==> config.mk <==
export PLATFORM = sky130hd
export DESIGN_NAME = bpred
export DESIGN_NICKNAME = d
export VERILOG_FILES = /design/src/rtl/bpred.sv
export SDC_FILE = /design/constraint.sdc
export NUM_CORES = 2
export LEC_CHECK = 0
export BUFFER_PORTS_ARGS = -buffer_cell sky130_fd_sc_hd__buf_2
export CORE_UTILIZATION = 56
export CTS_CLUSTER_DIAMETER = 150
export CTS_CLUSTER_SIZE = 30
export DETAILED_ROUTE_END_ITERATION = 6
export PLACE_DENSITY_LB_ADDON = 0.25
export SLEW_MARGIN = 30
export SYNTH_ARGS = -nofsm -noshare
export SYNTH_HDL_FRONTEND = slang
export SYNTH_SLANG_ARGS = --single-unit
==> constraint.sdc <==
create_clock -name clock_i -period 6.8 [get_ports clock_i]
set_input_delay 2.04 -clock clock_i [delete_from_list [all_inputs] [get_ports clock_i]]
set_output_delay 2.04 -clock clock_i [all_outputs]
set_load 0.01 [all_outputs]
==> src/rtl/bpred.sv <==
// Bimodal branch predictor: 2-bit saturating BHT plus tagged BTB, cleared by a post-reset sweep.
// Predictions return one cycle after an accepted request; updates train on the sampling edge.
module bpred #(
  parameter int unsigned BHT_DEPTH = 6,
  parameter int unsigned BTB_DEPTH = 5
) (
  input  logic        clock_i,
  input  logic        reset_i,
  input  logic        pred_valid_i,
  input  logic [31:0] pred_pc_i,
  output logic        pred_ready_o,
  output logic        pred_out_valid_o,
  output logic        pred_taken_o,
  output logic [31:0] pred_target_o,
  input  logic        upd_valid_i,
  input  logic [31:0] upd_pc_i,
  input  logic        upd_taken_i,
  input  logic [31:0] upd_target_i
);

  localparam int unsigned CntW = (BHT_DEPTH > BTB_DEPTH) ? BHT_DEPTH : BTB_DEPTH;
  localparam int unsigned BhtN = 1 << BHT_DEPTH;
  localparam int unsigned BtbN = 1 << BTB_DEPTH;
  localparam int unsigned TagW = 31 - BTB_DEPTH;

  typedef enum logic [0:0] {StInit, StRun} state_e;

  state_e            state_q;
  logic [CntW-1:0]   cnt_q;
  logic              pred_out_valid_q;
  logic              pred_taken_q;
  logic [31:0]       pred_target_q;

  logic [1:0]        bht_q        [BhtN];
  logic              btb_valid_q  [BtbN];
  logic [TagW-1:0]   btb_tag_q    [BtbN];
  logic [31:0]       btb_target_q [BtbN];

  logic [BHT_DEPTH-1:0] pred_bht_idx, upd_bht_idx;
  logic [BTB_DEPTH-1:0] pred_btb_idx, upd_btb_idx;
  logic                 pred_fire, pred_hit;
  logic                 sweep_bht, sweep_btb;
  logic [1:0]           ctr_cur, ctr_d;
  logic                 unused_pc_lsb;

  assign pred_bht_idx = pred_pc_i[BHT_DEPTH:1];
  assign pred_btb_idx = pred_pc_i[BTB_DEPTH:1];
  assign upd_bht_idx  = upd_pc_i[BHT_DEPTH:1];
  assign upd_btb_idx  = upd_pc_i[BTB_DEPTH:1];
  assign unused_pc_lsb = pred_pc_i[0] ^ upd_pc_i[0];

  assign pred_ready_o     = (state_q == StRun);
  assign pred_fire        = pred_valid_i && pred_ready_o;
  assign pred_hit         = btb_valid_q[pred_btb_idx] &&
                            (btb_tag_q[pred_btb_idx] == pred_pc_i[31:BTB_DEPTH+1]);
  assign pred_out_valid_o = pred_out_valid_q;
  assign pred_taken_o     = pred_taken_q;
  assign pred_target_o    = pred_target_q;

  // The sweep runs over the larger table; the smaller one is only written while in range.
  assign sweep_bht = (32'(cnt_q) < BhtN);
  assign sweep_btb = (32'(cnt_q) < BtbN);

  always_comb begin
    ctr_cur = bht_q[upd_bht_idx];
    ctr_d   = ctr_cur;
    if (upd_taken_i) begin
      if (ctr_cur != 2'b11) ctr_d = ctr_cur + 2'b01;
    end else begin
      if (ctr_cur != 2'b00) ctr_d = ctr_cur - 2'b01;
    end
  end

  always_ff @(posedge clock_i or posedge reset_i) begin
    if (reset_i) begin
      state_q          <= StInit;
      cnt_q            <= '0;
      pred_out_valid_q <= 1'b0;
      pred_taken_q     <= 1'b0;
      pred_target_q    <= 32'h0;
    end else begin
      case (state_q)
        StInit: begin
          cnt_q <= cnt_q + 1'b1;
          if (cnt_q == {CntW{1'b1}}) state_q <= StRun;
        end
        StRun:   state_q <= StRun;
        default: state_q <= StInit;
      endcase
      pred_out_valid_q <= pred_fire;
      pred_taken_q     <= pred_fire && pred_hit && bht_q[pred_bht_idx][1];
      pred_target_q    <= (pred_fire && pred_hit) ? btb_target_q[pred_btb_idx] : 32'h0;
    end
  end

  // Table storage needs no reset: the sweep clears it before any read is served.
  always_ff @(posedge clock_i) begin
    if (state_q == StInit) begin
      if (sweep_bht) bht_q[cnt_q[BHT_DEPTH-1:0]] <= 2'b01;
      if (sweep_btb) btb_valid_q[cnt_q[BTB_DEPTH-1:0]] <= 1'b0;
    end else if (upd_valid_i) begin
      bht_q[upd_bht_idx] <= ctr_d;
      if (upd_taken_i) begin
        btb_valid_q[upd_btb_idx]  <= 1'b1;
        btb_tag_q[upd_btb_idx]    <= upd_pc_i[31:BTB_DEPTH+1];
        btb_target_q[upd_btb_idx] <= upd_target_i;
      end
    end
  end

endmodule

==> summary.txt <==
Critical path
  – FF-to-FF path depth: 6
  – CP endpoint kind: flop
  – Buf/Inv on CP: 3
  – Crit-path most repeated cell: buf_4
  – Crit path launch: pred_pc_i[4]
  – Slowest cell on the critical path: buf_4
  – Stages on worst setup path: 11
  – R2r setup slk: between 2 and 3 ns
  – Critical path class: primary input to flop
  – CP endpoint: pred_target_o[17]
  – Critical-path maximum fanout: 42
  – Critical-path cell list: buf_4 > buf_4 > and3b_1 > a22o_1 > a221oi_2 > nand3_1 > xor2_1 > nor4_4 > nand4_4 > buf_4 > nor4_2
  – CP delay by family, top: buffers and inverters
  – Launching point of the worst reg2reg path: pred_ready_o
  – CP Launch Type: primary input
  – CP max stage delay: about 0.65 ns
  – Terminus of the critical flop-to-flop path: btb_target_q[10][25]
  – WP data required: about 7.4 ns
  – Arr. time, crit path: roughly 5.8 ns

Drt
  – Via count: about 37,000
  – Final wirelength: roughly 180,000 µm
  – DRT antenna net count: 0
  – Router iterations before antenna repair: 6
  – WL per Instance: 32.7 µm
  – Routed vias/inst: 6.64
  – 1st-iter DRT viols: about 5,100
  – Post-route DRC: 0

Synthesis
  – FFs w/ async S/R, synth: ~2%
  – Post-synth cell types: 66
  – Area contributors post-synth: edfxtp_1, mux4_2, mux2i_1
  – Warnings, synthesis: 0
  – Post-synth EDFFs: 2,016
  – Sequential area share after synthesis: 77.0%
  – Mapped Cells: 3,542
  – Synth Net Count: 3,644
  – Area share of the largest cell type after synthesis: between 70% and 80%
  – Flops & latches, synth: 2,057
  – Top_reg_cell synth: edfxtp_1
  – Leading area contributor after synthesis: edfxtp_1
  – Post-Syn Area: 80,000 µm²
  – Syn avg cell area: 22.6 µm²

Clock network
  – Setup bufs post-CTS: 0
  – Number of gates resized after cts: 0
  – Max Root-Sink Buffers: 3
  – Clock root buffer: clkbuf_16
  – Cts hold-fix bufs: 0
  – CTS sink cnt: 2,057
  – Num CTS Buffers: a little under 80
  – H-tree depth: 3
  – Clock-pin slew on the worst setup and hold paths: between 0.1 and 0.15 ns
  – CTS tree: yes
  – Clk_lat worst skew: 0.72 ns

Die
  – Starting Density: 56.5%
  – DIE AREA: 144,000 µm²
  – CORE AREA: 142,000 µm²
  – Die Y: between 300 and 400 µm
  – I/O pins: 136
  – Num rows: 138
  – Die W: roughly 380 µm

Timing
  – Hold WS: 0.619 ns
  – Final hold violation count: 0
  – Worst Tran Pin Value: 1.03 ns
  – Unrepaired setup endpoints after global routing: no
  – Fin Clk Skew: roughly 0.037 ns
  – Setup ws final: roughly 1.7 ns
  – Final period utilization: approximately three quarters
  – Crit path time final: 5.15 ns
  – Final setup viols: 0
  – Slew Limit Fails: 0
  – Setup total negative slack: 0 ns
  – Slew headroom: 31.1%
  – Max Fclk: 0.194 GHz

Cells and area
  – Synth-to-Final Area Change: 7.45%
  – Layout cell share with drive strength beyond 1: 25.8%
  – Post-layout util: 60.7%
  – Nets: 3,786

Min path
  – Beginning of the worst hold path: cnt_q[0]
  – Hold crit path type: flop to flop

Placed design
  – Number of port buffers: about 130
  – Worst slack, placed: 0.900 ns
  – Gpl congestion: 0.790
  – Final HPWL DP: just under 100,000 µm

Global routing
  – Initial antenna violation count: 16
  – First-pass GRT wire length: 264,000 µm
  – Pin count of the biggest net entering global routing: 97
  – Vias in the first global route: about 37,000
  – Gr ovfl total: 0
  – Gr usage total: 25.7%

Pwr
  – Worst ir drop on vdd: 0.231 mV
  – Pwr Density: 242 nW/µm²
  – Leakage: 26.0 nW

Run status
  – Status: finished, final reports clean

Flow run
  – Max_cap viols: 0
cell usage in the layout (no fill, tap or decap), types with 7 or more instances in the layout:
cell	instances
clkbuf_16	81
and3_1	7
nor4_1	12
xor2_1	15
a22oi_1	60
nor2_1	120
nand2b_1	9
nand4_1	12
nand3b_1	12
o211ai_1	14
xnor2_1	14
or3_1	7
nor4_2	31
diode_2	7
edfxtp_1	2016
clkbuf_1	36
nand2_1	71
buf_2	126
mux4_1	10
o22ai_1	40
a21oi_1	7
mux4_2	529
buf_4	84
dfrtp_1	41
mux2i_1	138
o21ai_0	12
nor2b_1	15
nand3_1	29
and2_1	8
or3b_2	7
buf_12	38
nor2_4	28
state kept, by name, indices dropped and copies added, names as in the netlist:
name              flops
pred_taken_o          1
btb_tag_q           832
pred_target_o        32
pred_ready_o          1
btb_valid_q          32
bht_q               128
btb_target_q       1024
cnt_q                 6
pred_out_valid_o      1
report_power, final:
group | internal (mW) | switching, mW | leakage, nW
registers | 13.9 | 0 | 18.4
logic | 0.422 | 0.632 | 6.59
clock network | 2.25 | 3.60 | 1.07
through the flow:
stage | power [mW] | instances | area [µm²]
floorplan | 14.8 | 3542 | 80000
global placement | 15.2 | 5494 | 83700
detailed placement | 15.2 | 5494 | 83700
CTS | 20.9 | 5616 | 85900
global route | 21.3 | 5620 | 85900
finish | 20.8 | 5623 | 85900
cell type report:
type | instances | area [µm²]
antenna | 7 | 17.5
clock buffer | 117 | 2160
clock inverter | 5 | 51.3
fill | 9720 | 55600
inverter | 5 | 18.8
multi-input combinational | 1287 | 17700
sequential | 2057 | 61600
tap | 1890 | 2360
timing repair buffer | 255 | 2110
layer usage:
layer / track usage [%] / vias up / part of all wire [%]
li1: - / 15200 / -
met1: 36.9 / 20100 / 39
met2: 41.5 / 1736 / 49
met3: 4.17 / 280 / 8.2
met4: 6.99 / 6 / 2.9
met5: 0 / - / 0.020
logic make-up (layout without fill, tap and decap cells):
group,Yosys count,in the layout,share of synthesized area (%)
other,0,7,0
multiplexers,683,683,17.0
adder cells (fa/ha/maj),1,1,0.0156
AO/OA/AOI/OAI,183,183,1.66
AND/OR/NAND/NOR,391,391,2.68
flip-flops,2057,2057,77.0
XOR/XNOR,29,29,0.318
buffers and inverters,198,382,1.32
worst min-delay path by stage:
stage / cells past startpoint / to
2_1_floorplan: 1 / cnt_q[0]
3_3_place_gp: 1 / cnt_q[0]
3_5_place_dp: 1 / cnt_q[0]
4_1_cts: 1 / cnt_q[0]
5_1_grt: 1 / cnt_q[0]
6_report: 1 / cnt_q[0]
synth_stat cells, types with 9 or more instances:
library cell,count
buf_1,11
mux2i_1,138
buf_4,21
o21ai_0,13
nand3_1,29
dfrtp_1,41
mux4_1,10
nor2_1,148
a22oi_1,60
nand2_1,71
xnor2_1,14
nor4_1,12
buf_2,52
nand3b_1,12
nor4_2,31
nand2b_1,9
o22ai_1,40
xor2_1,15
nand4_1,12
nor2b_1,16
buf_6,18
clkbuf_1,89
edfxtp_1,2016
o211ai_1,14
mux4_2,529
Power figures use the tool's default switching activity.
